$ cat src/rtl/uart_tx_framer.sv
// uart_tx_framer
//   UART transmit engine. Builds a serial frame from parallel data and
//   shifts it out LSB first: start bit, DW-3+data_len data bits, optional
//   parity, one or two stop bits. A one-deep holding register lets the next
//   byte be queued while the current frame shifts; a queued byte follows the
//   current frame with no idle gap.
//
// Ports
//   clk      system clock
//   reset    asynchronous, active-high reset
//   baud_div clocks per bit (0 behaves as 1)
//   data_len data bits = DW-3+data_len
//   pen      parity enable
//   ohel     1 = odd parity, 0 = even parity
//   stop2    1 = two stop bits, 0 = one
//   data     byte to send; bits above the selected length are ignored
//   load     write strobe into the holding register
//   clr_ovr  clears ovr
//   tx       serial line, idles high
//   tx_rdy   holding register empty
//   tx_busy  frame in progress
//   tx_done  one-clock pulse when the final stop bit completes
//   ovr      sticky overrun flag (load while the holding register is full)

module uart_tx_framer #(
  parameter int DW     = 8,
  parameter int BAUD_W = 19
) (
  input  logic              clk,
  input  logic              reset,
  input  logic [BAUD_W-1:0] baud_div,
  input  logic [1:0]        data_len,
  input  logic              pen,
  input  logic              ohel,
  input  logic              stop2,
  input  logic [DW-1:0]     data,
  input  logic              load,
  input  logic              clr_ovr,
  output logic              tx,
  output logic              tx_rdy,
  output logic              tx_busy,
  output logic              tx_done,
  output logic              ovr
);

  localparam int FW = DW + 4;
  localparam int CW = $clog2(FW + 1);

  typedef enum logic {IDLE, SHIFT} state_t;
  state_t state;

  logic [DW-1:0]     hold;
  logic [FW-1:0]     sh;
  logic [CW-1:0]     bit_cnt;
  logic [CW-1:0]     nbits_q;
  logic [BAUD_W-1:0] baud_cnt;

  logic [BAUD_W-1:0] div_m1;
  logic [CW-1:0]     len;
  logic [CW-1:0]     ppos;
  logic [CW-1:0]     nbits;
  logic [DW-1:0]     dmask;
  logic [DW-1:0]     dsel;
  logic [FW-1:0]     frame;
  logic              par;
  logic              tick;
  logic              last;
  logic              xfer;
  logic              take;
  logic              ovr_set;

  always_comb begin
    div_m1  = (baud_div == '0) ? '0 : baud_div - 1'b1;
    // >= so a mid-bit reduction of baud_div cannot strand the counter
    tick    = (baud_cnt >= div_m1);
    last    = (bit_cnt == nbits_q - 1'b1);
    // hold -> shifter: from IDLE whenever hold is full, or at the end of a
    // frame for back-to-back transmission
    xfer    = !tx_rdy && ((state == IDLE) || (tick && last));
    // a load coinciding with the transfer refills the slot being vacated
    take    = load && (tx_rdy || xfer);
    ovr_set = load && !take;

    len   = CW'(DW - 3) + CW'(data_len);
    ppos  = len + CW'(1);
    nbits = len + CW'(2) + CW'(pen) + CW'(stop2);

    dmask = ~({DW{1'b1}} << len);
    dsel  = hold & dmask;
    par   = ohel ^ (^dsel);

    // Frame LSB first: bit0 = start (0), bits 1..L = data, everything above
    // is 1 (stop bits), except the parity slot which is cleared when needed.
    frame = (FW'(dsel) << 1) | ({FW{1'b1}} << ppos);
    if (pen && !par) begin
      frame = frame & ~(FW'(1) << ppos);
    end
  end

  always_ff @(posedge clk or posedge reset) begin
    if (reset) begin
      state    <= IDLE;
      hold     <= '0;
      sh       <= '1;
      bit_cnt  <= '0;
      nbits_q  <= '0;
      baud_cnt <= '0;
      tx       <= 1'b1;
      tx_rdy   <= 1'b1;
      tx_busy  <= 1'b0;
      tx_done  <= 1'b0;
      ovr      <= 1'b0;
    end else begin
      tx_done <= 1'b0;

      if (take) begin
        hold   <= data;
        tx_rdy <= 1'b0;
      end else if (xfer) begin
        tx_rdy <= 1'b1;
      end

      if (ovr_set) begin
        ovr <= 1'b1;
      end else if (clr_ovr) begin
        ovr <= 1'b0;
      end

      // Configuration is captured entirely in sh/nbits_q at frame start,
      // so later changes only affect the next frame.
      if (xfer) begin
        state    <= SHIFT;
        tx_busy  <= 1'b1;
        tx       <= frame[0];
        sh       <= {1'b1, frame[FW-1:1]};
        nbits_q  <= nbits;
        bit_cnt  <= '0;
        baud_cnt <= '0;
        if (state == SHIFT) begin
          tx_done <= 1'b1;
        end
      end else if (state == SHIFT) begin
        if (tick) begin
          baud_cnt <= '0;
          if (last) begin
            state   <= IDLE;
            tx_busy <= 1'b0;
            tx      <= 1'b1;
            tx_done <= 1'b1;
          end else begin
            tx      <= sh[0];
            sh      <= {1'b1, sh[FW-1:1]};
            bit_cnt <= bit_cnt + 1'b1;
          end
        end else begin
          baud_cnt <= baud_cnt + 1'b1;
        end
      end
    end
  end

endmodule
$ cat config.mk
export PLATFORM = sky130hd
export DESIGN_NAME = uart_tx_framer
export DESIGN_NICKNAME = d
export VERILOG_FILES = /design/src/rtl/uart_tx_framer.sv
export SDC_FILE = /design/constraint.sdc
export NUM_CORES = 1
export LEC_CHECK = 0
export BUFFER_PORTS_ARGS = -buffer_cell sky130_fd_sc_hd__buf_2
export CAP_MARGIN = 0
export CORE_MARGIN = 10
export CORE_UTILIZATION = 45
export DETAILED_ROUTE_END_ITERATION = 10
export GPL_TIMING_DRIVEN = 1
export PLACE_DENSITY_LB_ADDON = 0.25
export SYNTH_ARGS = -nofsm -noshare
export SYNTH_HDL_FRONTEND = slang
export SYNTH_SLANG_ARGS = --single-unit
$ cat constraint.sdc
create_clock -name clk -period 2.5 [get_ports clk]
set_input_delay 0.375 -clock clk [delete_from_list [all_inputs] [get_ports clk]]
set_output_delay 0.375 -clock clk [all_outputs]
set_load 0.01 [all_outputs]
==> impl_metrics.csv <==
group,metric,value,unit
outcome,status,"finished, violations left",
outcome,violations,"setup timing",
detailed_routing,drc_errors,0,
sta,drv_slew,0,
placement,port-buffer-count,40,
sta,fmax,252.1,MHz
sta,setup_viol,52,
sta,fin_crit,3966,ps
finish,final_area,5211,um2
worst_setup_path,crit_required,2710,ps
global_route,grt.met2_usage,30.02,%
floorplan,core-area,7807,um2
finish,final_core_util,66.75,%
pwr,power,0.001999,W
global_route,grt_pass1_wl,16380,um
floorplan,start_util,46.68,%
finish,layout.nets,590,
sta,fin_crit_sh,158.7,%
finish,fillers,623,
clocking,numCtsBuffers,5,
sta,tightest_slew,583.8,ps
clocking,cts_tree,"done",
clocking,cts_hold_buffers,0,
finish,regArea,1318,um2
clocking,clockBufferDepth,2,
synthesis,yosys-top-cells-area,"dfrtp_1, ha_1, dfstp_2, xor2_1, nand2_1",
sta,slew_headroom,61.02,%
worst_setup_path,cp_max_fo,7,
detailed_routing,dr.pass1.iters,4,
global_route,grt_max_degree,28,
synthesis,synth_top_area_share,26.78,%
placement,dpl.hpwl,7054,um
detailed_routing,vias,3344,
detailed_routing,wirelength,10070,um
finish,antenna_cells,0,
global_route,grt-busiest-layer,"met2",
worst_setup_path,worst_setup_path_startpoint,"baud_div[8]",
hold_path,min_path_type,"primary input to async pin",
flow_run,max_cap_violations,0,
placement,place_congestion,0.8958,
placement,dp_slack,-1972,ps
finish,area_delta_synth_final,42.98,%
synthesis,synth_top_area_cell,"dfrtp_1",
sta,fin_skew,4.958,ps
clocking,clkSlewWorstSetupHoldPaths,90,ps
synthesis,async_flop_share,100.0,%
global_route,grtUsageMet3,2.902,%
synthesis,syn_nets,466,
finish,drive_above_1_share,43.76,%
sta,finalHoldViolCount,0,
placement,placed_area,4513,um2
synthesis,synth_top_flop_cell,"dfrtp_1",
floorplan,die_width,110.0,um
pwr,ir_drop,0.0002621,V
synthesis,avgSynthCellArea,9.204,um2
synthesis,syn_inst,396,
floorplan,row_count,32,
synthesis,ys_ff_latch,52,
global_route,grt_pass1_vias,3506,
global_route,met1_usage,19.26,%
sta,rsz0062_at_grt,"true",
synthesis,ys_seq_area_share,36.15,%
detailed_routing,drt_iter0_drc,109,
synthesis,yosys_warnings,0,
worst_setup_path,start_kind,"primary input",
synthesis,synth_edf_count,0,
synthesis,ys_types,57,
floorplan,io_pins,41,
global_route,antenna_found_initial,0,
detailed_routing,post_drt_wl_per_cell,16.16,um
clocking,clock_latency,310,ps
pwr,p_leak,2.462,nW
clocking,cts_sinks,52,
global_route,gr-usage-all-layers,16.55,%
worst_setup_path,cp-end-kind,"flip-flop",
synthesis,synth_most_common_cell,"nand2_1",
clocking,clock-root-buffer,"clkbuf_8",
synthesis,syn_area,3645,um2
floorplan,chipHeight,110.0,um
worst_setup_path,critPathArrivalTime,4170,ps
worst_setup_path,critical_path_class,"primary input to flip-flop",
sta,setup_ws,-1466,ps
finish,multiInputGateArea,2631,um2
sta,finalSetupTns,-72220,ps
worst_setup_path,r2r_slack,-180,ps
detailed_routing,antenna_left,0,
detailed_routing,drt-vias-per-instance,5.368,
synthesis,synth_common_cells,"nand2_1, dfrtp_1, ha_1",
pwr,p_per_area,383.5,nW/um2
global_route,grt-ovfl-total,0,
clocking,htree_levels,2,
worst_setup_path,reg2reg_from,"baud_cnt[18]",
floorplan,die_area,12100,um2
[worst max-delay path, cell delays in order]
cell and delay, ps:
buf_6 90, or4_4 540, nor4_4 210, nand2b_2 90, or4_4 500, or2_4 330
nand2_4 80, ha_4 130, nand4_1 110, or2_1 260, or4_4 590, o211a_4 280
buf_6 120, a21oi_4 150, buf_4 150, buf_12 110, nor2_1 50
[registers in the layout, indices dropped and copies added (netlist names)]
| signal | flops |
|---|---|
| baud_cnt | 19 |
| sh | 11 |
| hold | 8 |
| bit_cnt | 4 |
| nbits_q | 4 |
| ovr | 1 |
| state | 1 |
| tx | 1 |
| tx_busy | 1 |
| tx_done | 1 |
| tx_rdy | 1 |
[power breakdown]
group | leakage [nW] | internal (W) | switching (W) | total [W]
clock | 0.0654 | 0.000400 | 0.000288 | 0.000688
combinational | 1.74 | 0.000199 | 0.000203 | 0.000402
sequential | 0.652 | 0.000873 | 0.0000347 | 0.000908
total | 2.46 | 0.00147 | 0.000526 | 0.00200
[cell families after synthesis]
logic type,synth area share (%)
buffers and inverters,3.570
adder cells (fa/ha/maj),11.88
multiplexers,3.055
XOR/XNOR,10.71
flip-flops,36.15
AND/OR/NAND/NOR,20.60
AO/OA/AOI/OAI,14.04
[layout make-up]
cell class,instances,share of cell area (%)
timing repair buffer,125,17.86
tap,102,2.449
inverter,19,1.369
clock inverter,2,1.152
multi-input combinational,317,50.49
sequential,52,25.28
clock buffer,6,1.393
[final timing paths]
path	end	cells after the start
worst min register to register	state	1
max in group asynchronous	sh[10]	3
worst min-delay path	baud_cnt[14]	2
worst max-delay path	baud_cnt[12]	17
worst max register to register	baud_cnt[12]	10
min in group clk	tx_rdy	2
[per-layer routing]
layer / vias up / share of wire [%]
met4: 0 / 1.5
li1: 1642 / -
met5: - / 0
met3: 16 / 4.8
met1: 1621 / 41
met2: 65 / 53
[layout by cell type (no fill, tap or decap), types with 5 or more instances in the layout]
| cell type | synthesis | final |
|---|---|---|
| nand3_1 | 11 | 10 |
| ha_1 | 33 | 28 |
| nor3_1 | 21 | 12 |
| dfrtp_1 | 39 | 39 |
| ha_4 | 0 | 5 |
| nor3_4 | 0 | 5 |
| nor2_2 | 1 | 5 |
| xnor2_1 | 16 | 16 |
| nand2_1 | 44 | 35 |
| inv_1 | 19 | 18 |
| o21ai_0 | 21 | 9 |
| o21ai_2 | 2 | 5 |
| nand4_1 | 8 | 8 |
| clkbuf_8 | 0 | 5 |
| a21o_1 | 6 | 6 |
| nor2_1 | 31 | 23 |
| a21oi_1 | 24 | 20 |
| buf_2 | 2 | 39 |
| buf_4 | 0 | 69 |
| mux2_2 | 9 | 8 |
| nand2_4 | 0 | 6 |
| o21ai_1 | 0 | 8 |
| xor2_1 | 26 | 26 |
| and2_1 | 5 | 5 |
| buf_6 | 1 | 14 |
| dfstp_2 | 13 | 13 |
[repair_timing]
item,4_1_cts,5_1_grt
setup endpoints to repair,52,52
gates resized for setup,35,66
pin swaps,12,20
setup buffers,9,6
cloned,3,0
[metrics by stage]
step,instances,hold slack (ps)
3_3_place_gp,599,456.4
2_1_floorplan,396,407.6
4_1_cts,619,128.6
5_1_grt,623,152.7
6_report,623,116.3
3_5_place_dp,599,470.0
(Power assumes the default switching activity.)
